`src/rtl/pdm2pcm_sequencer_if.sv`:
```
// Control and strobe bundle between the register file / datapath and the
// PDM sequencer. The master side owns the control fields and consumes the
// PDM clock and per-channel strobes; the slave side is the sequencer.
interface pdm2pcm_sequencer_if #(
   parameter int DIV_WIDTH = 7,
   parameter int DEC_WIDTH = 8
);
   logic                 interface_enable_i;
   logic                 dual_channel_i;
   logic                 channel_i;
   logic [DIV_WIDTH-1:0] clock_divisor_i;
   logic [DEC_WIDTH-1:0] decimation_factor_i;

   logic                 pdm_clk_o;
   logic                 filter_clear_o;
   logic                 sample_left_o;
   logic                 sample_right_o;
   logic                 decimate_left_o;
   logic                 decimate_right_o;
   logic                 busy_o;

   modport master (
      output interface_enable_i, dual_channel_i, channel_i,
      output clock_divisor_i, decimation_factor_i,
      input  pdm_clk_o, filter_clear_o, sample_left_o, sample_right_o,
      input  decimate_left_o, decimate_right_o, busy_o
   );

   modport slave (
      input  interface_enable_i, dual_channel_i, channel_i,
      input  clock_divisor_i, decimation_factor_i,
      output pdm_clk_o, filter_clear_o, sample_left_o, sample_right_o,
      output decimate_left_o, decimate_right_o, busy_o
   );
endinterface

```
`src/rtl/pdm2pcm_sequencer.sv`:
```
// PDM clock generator and strobe sequencer for the PDM-to-PCM converter.
// Configuration is captured into shadow registers on START, so register
// writes while running have no effect until the next stop/start cycle.
// Every output is a flop. Strobes are computed one cycle ahead from the
// next-state counters so that each strobe is high in the cycle just before
// the PDM clock edge it accompanies.
module pdm2pcm_sequencer #(
   parameter int DIV_WIDTH = 7,
   parameter int DEC_WIDTH = 8
) (
   input  logic               clk_i,
   input  logic               rst_i,
   pdm2pcm_sequencer_if.slave bus
);

   typedef enum logic [1:0] {
      IDLE  = 2'd0,
      START = 2'd1,
      RUN   = 2'd2,
      STOP  = 2'd3
   } state_t;

   state_t               state_q, state_d;
   logic [DIV_WIDTH-1:0] hc_q, hc_d;
   logic [DEC_WIDTH-1:0] pc_q, pc_d;
   logic [DIV_WIDTH-1:0] div_s_q, div_s_d;
   logic [DEC_WIDTH-1:0] dec_s_q, dec_s_d;
   logic                 dual_s_q, dual_s_d;
   logic                 chan_s_q, chan_s_d;
   logic                 pdm_clk_q, pdm_clk_d;
   logic                 filter_clear_q, filter_clear_d;
   logic                 sample_left_q, sample_left_d;
   logic                 sample_right_q, sample_right_d;
   logic                 decimate_left_q, decimate_left_d;
   logic                 decimate_right_q, decimate_right_d;
   logic                 busy_q, busy_d;

   logic                 half_end;
   logic                 look;
   logic                 nxt_end;
   logic                 left_act;
   logic                 right_act;
   logic                 last_period;

   // Next-state, counter, shadow and one-cycle-ahead strobe computation
   always_comb begin
      state_d   = state_q;
      hc_d      = hc_q;
      pc_d      = pc_q;
      div_s_d   = div_s_q;
      dec_s_d   = dec_s_q;
      dual_s_d  = dual_s_q;
      chan_s_d  = chan_s_q;
      pdm_clk_d = pdm_clk_q;
      filter_clear_d = 1'b0;
      look      = 1'b0;
      half_end  = (hc_q == div_s_q);

      case (state_q)
         IDLE: begin
            pdm_clk_d = 1'b0;
            if (bus.interface_enable_i) begin
               state_d        = START;
               filter_clear_d = 1'b1;
            end
         end
         START: begin
            div_s_d   = bus.clock_divisor_i;
            dec_s_d   = bus.decimation_factor_i;
            dual_s_d  = bus.dual_channel_i;
            chan_s_d  = bus.channel_i;
            hc_d      = '0;
            pc_d      = '0;
            pdm_clk_d = 1'b0;
            state_d   = RUN;
            look      = 1'b1;
         end
         RUN: begin
            // Strobes for the next cycle are still decided here even when
            // enable has just dropped.
            look = 1'b1;
            if (half_end) begin
               hc_d      = '0;
               pdm_clk_d = ~pdm_clk_q;
               // A period ends with its high half; dec_s=0 wraps at 2^DEC_WIDTH
               // because dec_s-1 is then all ones.
               if (pdm_clk_q) begin
                  pc_d = (pc_q == dec_s_q - DEC_WIDTH'(1)) ? '0 : pc_q + DEC_WIDTH'(1);
               end
            end else begin
               hc_d = hc_q + DIV_WIDTH'(1);
            end
            if (!bus.interface_enable_i) begin
               state_d = STOP;
            end
         end
         STOP: begin
            // Finish a high half in progress so the mic never sees a runt pulse.
            if (!pdm_clk_q) begin
               state_d = IDLE;
            end else if (half_end) begin
               hc_d      = '0;
               pdm_clk_d = 1'b0;
               state_d   = IDLE;
            end else begin
               hc_d = hc_q + DIV_WIDTH'(1);
            end
         end
         default: begin
            state_d   = IDLE;
            pdm_clk_d = 1'b0;
         end
      endcase

      nxt_end     = (hc_d == div_s_d);
      right_act   = dual_s_d | chan_s_d;
      left_act    = dual_s_d | ~chan_s_d;
      last_period = (pc_d == dec_s_d - DEC_WIDTH'(1));

      sample_right_d   = look & nxt_end & ~pdm_clk_d & right_act;
      sample_left_d    = look & nxt_end &  pdm_clk_d & left_act;
      decimate_right_d = sample_right_d & last_period;
      decimate_left_d  = sample_left_d & last_period;
      busy_d           = (state_d != IDLE);
   end

   // State, counters, shadows and registered outputs; async reset to idle
   always_ff @(posedge clk_i or posedge rst_i) begin
      if (rst_i) begin
         state_q          <= IDLE;
         hc_q             <= '0;
         pc_q             <= '0;
         div_s_q          <= '0;
         dec_s_q          <= '0;
         dual_s_q         <= 1'b0;
         chan_s_q         <= 1'b0;
         pdm_clk_q        <= 1'b0;
         filter_clear_q   <= 1'b0;
         sample_left_q    <= 1'b0;
         sample_right_q   <= 1'b0;
         decimate_left_q  <= 1'b0;
         decimate_right_q <= 1'b0;
         busy_q           <= 1'b0;
      end else begin
         state_q          <= state_d;
         hc_q             <= hc_d;
         pc_q             <= pc_d;
         div_s_q          <= div_s_d;
         dec_s_q          <= dec_s_d;
         dual_s_q         <= dual_s_d;
         chan_s_q         <= chan_s_d;
         pdm_clk_q        <= pdm_clk_d;
         filter_clear_q   <= filter_clear_d;
         sample_left_q    <= sample_left_d;
         sample_right_q   <= sample_right_d;
         decimate_left_q  <= decimate_left_d;
         decimate_right_q <= decimate_right_d;
         busy_q           <= busy_d;
      end
   end

   assign bus.pdm_clk_o        = pdm_clk_q;
   assign bus.filter_clear_o   = filter_clear_q;
   assign bus.sample_left_o    = sample_left_q;
   assign bus.sample_right_o   = sample_right_q;
   assign bus.decimate_left_o  = decimate_left_q;
   assign bus.decimate_right_o = decimate_right_q;
   assign bus.busy_o           = busy_q;

endmodule
```
`src/flat_wrapper.sv`:
```
// flat-port wrapper written by rule: the top's interface ports become plain ports
module pdm2pcm_sequencer_flat 
#(
   parameter int DIV_WIDTH = 7,
   parameter int DEC_WIDTH = 8
)
  (clk_i, rst_i, bus_interface_enable_i, bus_dual_channel_i, bus_channel_i, bus_clock_divisor_i, bus_decimation_factor_i, bus_pdm_clk_o, bus_filter_clear_o, bus_sample_left_o, bus_sample_right_o, bus_decimate_left_o, bus_decimate_right_o, bus_busy_o);
  pdm2pcm_sequencer_if #(.DIV_WIDTH(DIV_WIDTH), .DEC_WIDTH(DEC_WIDTH)) bus_i ();
  input  logic clk_i;
  input  logic rst_i;
  input wire logic [$bits(bus_i.interface_enable_i)-1:0] bus_interface_enable_i;
  input wire logic [$bits(bus_i.dual_channel_i)-1:0] bus_dual_channel_i;
  input wire logic [$bits(bus_i.channel_i)-1:0] bus_channel_i;
  input wire logic [$bits(bus_i.clock_divisor_i)-1:0] bus_clock_divisor_i;
  input wire logic [$bits(bus_i.decimation_factor_i)-1:0] bus_decimation_factor_i;
  output wire logic [$bits(bus_i.pdm_clk_o)-1:0] bus_pdm_clk_o;
  output wire logic [$bits(bus_i.filter_clear_o)-1:0] bus_filter_clear_o;
  output wire logic [$bits(bus_i.sample_left_o)-1:0] bus_sample_left_o;
  output wire logic [$bits(bus_i.sample_right_o)-1:0] bus_sample_right_o;
  output wire logic [$bits(bus_i.decimate_left_o)-1:0] bus_decimate_left_o;
  output wire logic [$bits(bus_i.decimate_right_o)-1:0] bus_decimate_right_o;
  output wire logic [$bits(bus_i.busy_o)-1:0] bus_busy_o;
  assign bus_i.interface_enable_i = bus_interface_enable_i;
  assign bus_i.dual_channel_i = bus_dual_channel_i;
  assign bus_i.channel_i = bus_channel_i;
  assign bus_i.clock_divisor_i = bus_clock_divisor_i;
  assign bus_i.decimation_factor_i = bus_decimation_factor_i;
  assign bus_pdm_clk_o = bus_i.pdm_clk_o;
  assign bus_filter_clear_o = bus_i.filter_clear_o;
  assign bus_sample_left_o = bus_i.sample_left_o;
  assign bus_sample_right_o = bus_i.sample_right_o;
  assign bus_decimate_left_o = bus_i.decimate_left_o;
  assign bus_decimate_right_o = bus_i.decimate_right_o;
  assign bus_busy_o = bus_i.busy_o;
  pdm2pcm_sequencer #(.DIV_WIDTH(DIV_WIDTH), .DEC_WIDTH(DEC_WIDTH)) u_core (.clk_i(clk_i), .rst_i(rst_i), .bus(bus_i));
endmodule
```
`config.mk`:
```
export PLATFORM = sky130hd
export DESIGN_NAME = pdm2pcm_sequencer_flat
export DESIGN_NICKNAME = d
export VERILOG_FILES = /design/src/rtl/pdm2pcm_sequencer_if.sv /design/src/rtl/pdm2pcm_sequencer.sv /design/src/flat_wrapper.sv
export SDC_FILE = /design/constraint.sdc
export NUM_CORES = 1
export LEC_CHECK = 0
export BUFFER_PORTS_ARGS = -buffer_cell sky130_fd_sc_hd__buf_2
export CAP_MARGIN = 5
export CORE_UTILIZATION = 50
export CTS_CLUSTER_DIAMETER = 60
export CTS_CLUSTER_SIZE = 40
export DETAILED_ROUTE_END_ITERATION = 8
export MAX_ROUTING_LAYER = met4
export PLACE_DENSITY = 0.71
export SLEW_MARGIN = 15
export SYNTH_ARGS = -nofsm -noshare
export SYNTH_HDL_FRONTEND = slang
export SYNTH_SLANG_ARGS = --single-unit
```
`constraint.sdc`:
```
create_clock -name clk_i -period 4 [get_ports clk_i]
set_input_delay 0.8 -clock clk_i [delete_from_list [all_inputs] [get_ports clk_i]]
set_output_delay 0.8 -clock clk_i [all_outputs]
set_load 0.03 [all_outputs]
```
==> results.cfg <==
[synth]
syn_area_per_cell_um2 = 8.40
synth_cells = 384
syn_nets = 414
async_flop_share = 1.00
yosysWarnings = 0
synth_seq_area_share = 0.318
synth_cell_type_count = 62
ys.flop_type = dfrtp_1
synth_edf_count = 0
synth-seq-cells = 41
synthesis.area_um2 = 3230

[sta]
timing.final.crit_period_ps = 3730
grt_setup_unrepaired = false
max_freq_ghz = 0.268
hold_viol_final = 0
clock_skew_ps = 11.6
finalSetupViolCount = 0
worstMarginPinSlew_ps = 696
setup_tns_ps = 0
slew_viol_final = 0
setup_slack_ps = 268
finalCritPeriodShare = 0.933
slew_headroom = 0.535

[routing]
first_pass_iters = 5
viasPerCell = 6.19
post_drt_wl_per_cell_um = 16.5
wl_um = 7920
drc = 0
antenna_left = 0
drtIter0Drc = 199
routed-via-count = 2969

[die]
start_util = 0.532
io_pins = 27
rows = 28
core_um2 = 6060
die_w_um = 82.3
die_area_um2 = 6780
die-height_um = 82.3

[job]
max-cap-violations = 0

[global_routing]
busiest_layer = met1
gr-usage-met2 = 0.369
grt_overflow_total = 0
grt_util_met3 = 0.0363
grt_pass1_vias = 2567
grt_usage = 0.257
antenna_found_initial = 0
grt_use_met1 = 0.377
grt_max_degree = 26
grt_first_pass_wirelength_um = 12700

[pwr]
cellPowerDensity_nw_per_um2 = 752
p_int_mw = 1.43
p_seq_frac = 0.246
p_leak_nw = 1.55
power_frac_comb = 0.601
p_sw_frac = 0.471
p_sw_mw = 1.27
p_clk_frac = 0.153
irDropWorstVdd_mv = 0.397

[clock_tree]
cts_buffer_depth = 2
cts_tree = yes
clock_sinks = 41
clk_pin_slew_ps = 90
postCtsSetupRepairBufs = 0
ctsResizeCount = 0
root_buffer = clkbuf_8
numCtsBuffers = 5
htreeDepth = 2
clock_latency_ps = 310
holdBufCountCts = 0

[setup_path]
crit_slowest_cell = or4b_1
worstSetupStartpointType = flip-flop
cpPeakStageDelay_ps = 530
worst-endpoint-arrival_ps = 3930
critPathCaptureType = flip-flop
critical_path_buf_inv_count = 2
crit_chain = inv_1 > ha_1 > buf_4 > or4b_1 > a222oi_1 > xnor2_1 > or4_1 > nand3_1 > o2111ai_1 > or4_4 > nor4b_1
required_ps = 4200
crit_path_max_fanout = 14
cp_top_family = simple AND/OR/NAND/NOR gates
crit_type = reg -> reg

[finish]
layout-drive-gt1-share = 0.153
final_common_cell = dfrtp_1
final_nets = 434
area_growth_pct = 11.0
mostFrequentLayoutCells = dfrtp_1, nand2_1, inv_1, buf_2, o21ai_0
fin_area_um2 = 3580
fill_cells = 559
diodes = 0

[min_path]
hp-class = reg -> reg

[placement]
gp_congestion = 0.905
placed_area_um2 = 3440
hpwl_um = 6000
place_ws_ps = 318
port_buffers = 26

[run_status]
outcome = finished clean
[final timing paths]
kind | cells after the start | from | to | slack, ps
setup / recovery | 11 | u_core.state_q[1] | u_core.bus.decimate_left_o | 270
hold / removal | 1 | u_core.dual_s_q | u_core.dual_s_q | 520
setup reg to reg | 11 | u_core.state_q[1] | u_core.bus.decimate_left_o | 270
hold reg to reg | 1 | u_core.dual_s_q | u_core.dual_s_q | 520
max in group asynchronous | 3 | rst_i | u_core.chan_s_q | 2620
min in group asynchronous | 2 | rst_i | u_core.bus.filter_clear_o | 580
[layer usage]
layer | vias up | routed length, um
met3 | 11 | 366
met1 | 1412 | 4030
met2 | 91 | 3430
li1 | 1455 | -
met4 | 0 | 95
met5 | - | 0
[cells in the mapped netlist (3+ instances only)]
master,n,share of area
dfrtp_1,41,0.32
nand2_1,38,0.044
inv_1,26,0.030
o21ai_0,22,0.034
clkbuf_1,20,0.023
nand3_1,17,0.026
xnor2_1,17,0.046
nor2_1,16,0.019
mux2i_1,15,0.047
a21oi_1,13,0.020
and3_1,10,0.019
ha_1,10,0.039
nand4_1,10,0.019
xor2_1,9,0.024
nor3_1,8,0.012
or3_1,8,0.016
o31ai_1,7,0.016
nor2b_1,6,0.012
nor4b_1,6,0.016
or2_2,6,0.012
a211o_1,5,0.014
mux2_2,5,0.017
a31oi_1,4,0.0078
o211ai_1,4,0.0093
o21a_1,4,0.0093
or4_1,4,0.0093
a21o_1,3,0.0070
a22oi_1,3,0.0070
nand2b_1,3,0.0058
o41ai_1,3,0.0081
[flip-flops by register name, summed over array words and instances, names as in the netlist]
register and count:
u_core.bus.busy_o 1, u_core.bus.decimate_left_o 1, u_core.bus.decimate_right_o 1, u_core.bus.filter_clear_o 1, u_core.bus.pdm_clk_o 1, u_core.bus.sample_left_o 1, u_core.bus.sample_right_o 1, u_core.chan_s_q 1
u_core.dec_s_q 8, u_core.div_s_q 7, u_core.dual_s_q 1, u_core.hc_q 7, u_core.pc_q 8, u_core.state_q 2
[per-stage QoR]
| stage | total power [mW] | util | instances | hold slack [ps] |
|---|---|---|---|---|
| 6_report | 2.69 | 0.591 | 480 | 519 |
| 5_1_grt | 2.91 | 0.591 | 480 | 538 |
| 4_1_cts | 2.68 | 0.591 | 480 | 522 |
| 3_5_place_dp | 2.26 | 0.568 | 472 | 502 |
| 3_3_place_gp | 2.24 | 0.568 | 472 | 498 |
| 2_1_floorplan | 1.87 | - | 384 | 481 |
[kinds of logic after synthesis]
kind of cell,synth area share
compound gates,0.201
xor+xnor,0.0706
fa+ha+maj,0.0388
buf+inv,0.0597
flops,0.318
mux,0.0640
simple gates,0.247
[power groups by stage]
stage	clock network, mW	logic, mW	registers, mW
after floorplan	0	1.23	0.642
after global placement	0	1.58	0.663
after detailed placement	0	1.59	0.667
after CTS	0.421	1.60	0.659
after global routing	0.435	1.79	0.681
final	0.413	1.62	0.662
[cell type report]
type	instances	area, um2	share of cell area
tap	75	93.8	0.0262
inverter	26	97.6	0.0273
clock inverter	3	68.8	0.0192
multi-input combinational	294	2020	0.564
timing repair buffer	36	205	0.0573
clock buffer	5	68.8	0.0192
sequential	41	1030	0.287
No activity file was read; power rests on OpenSTA's default activity.
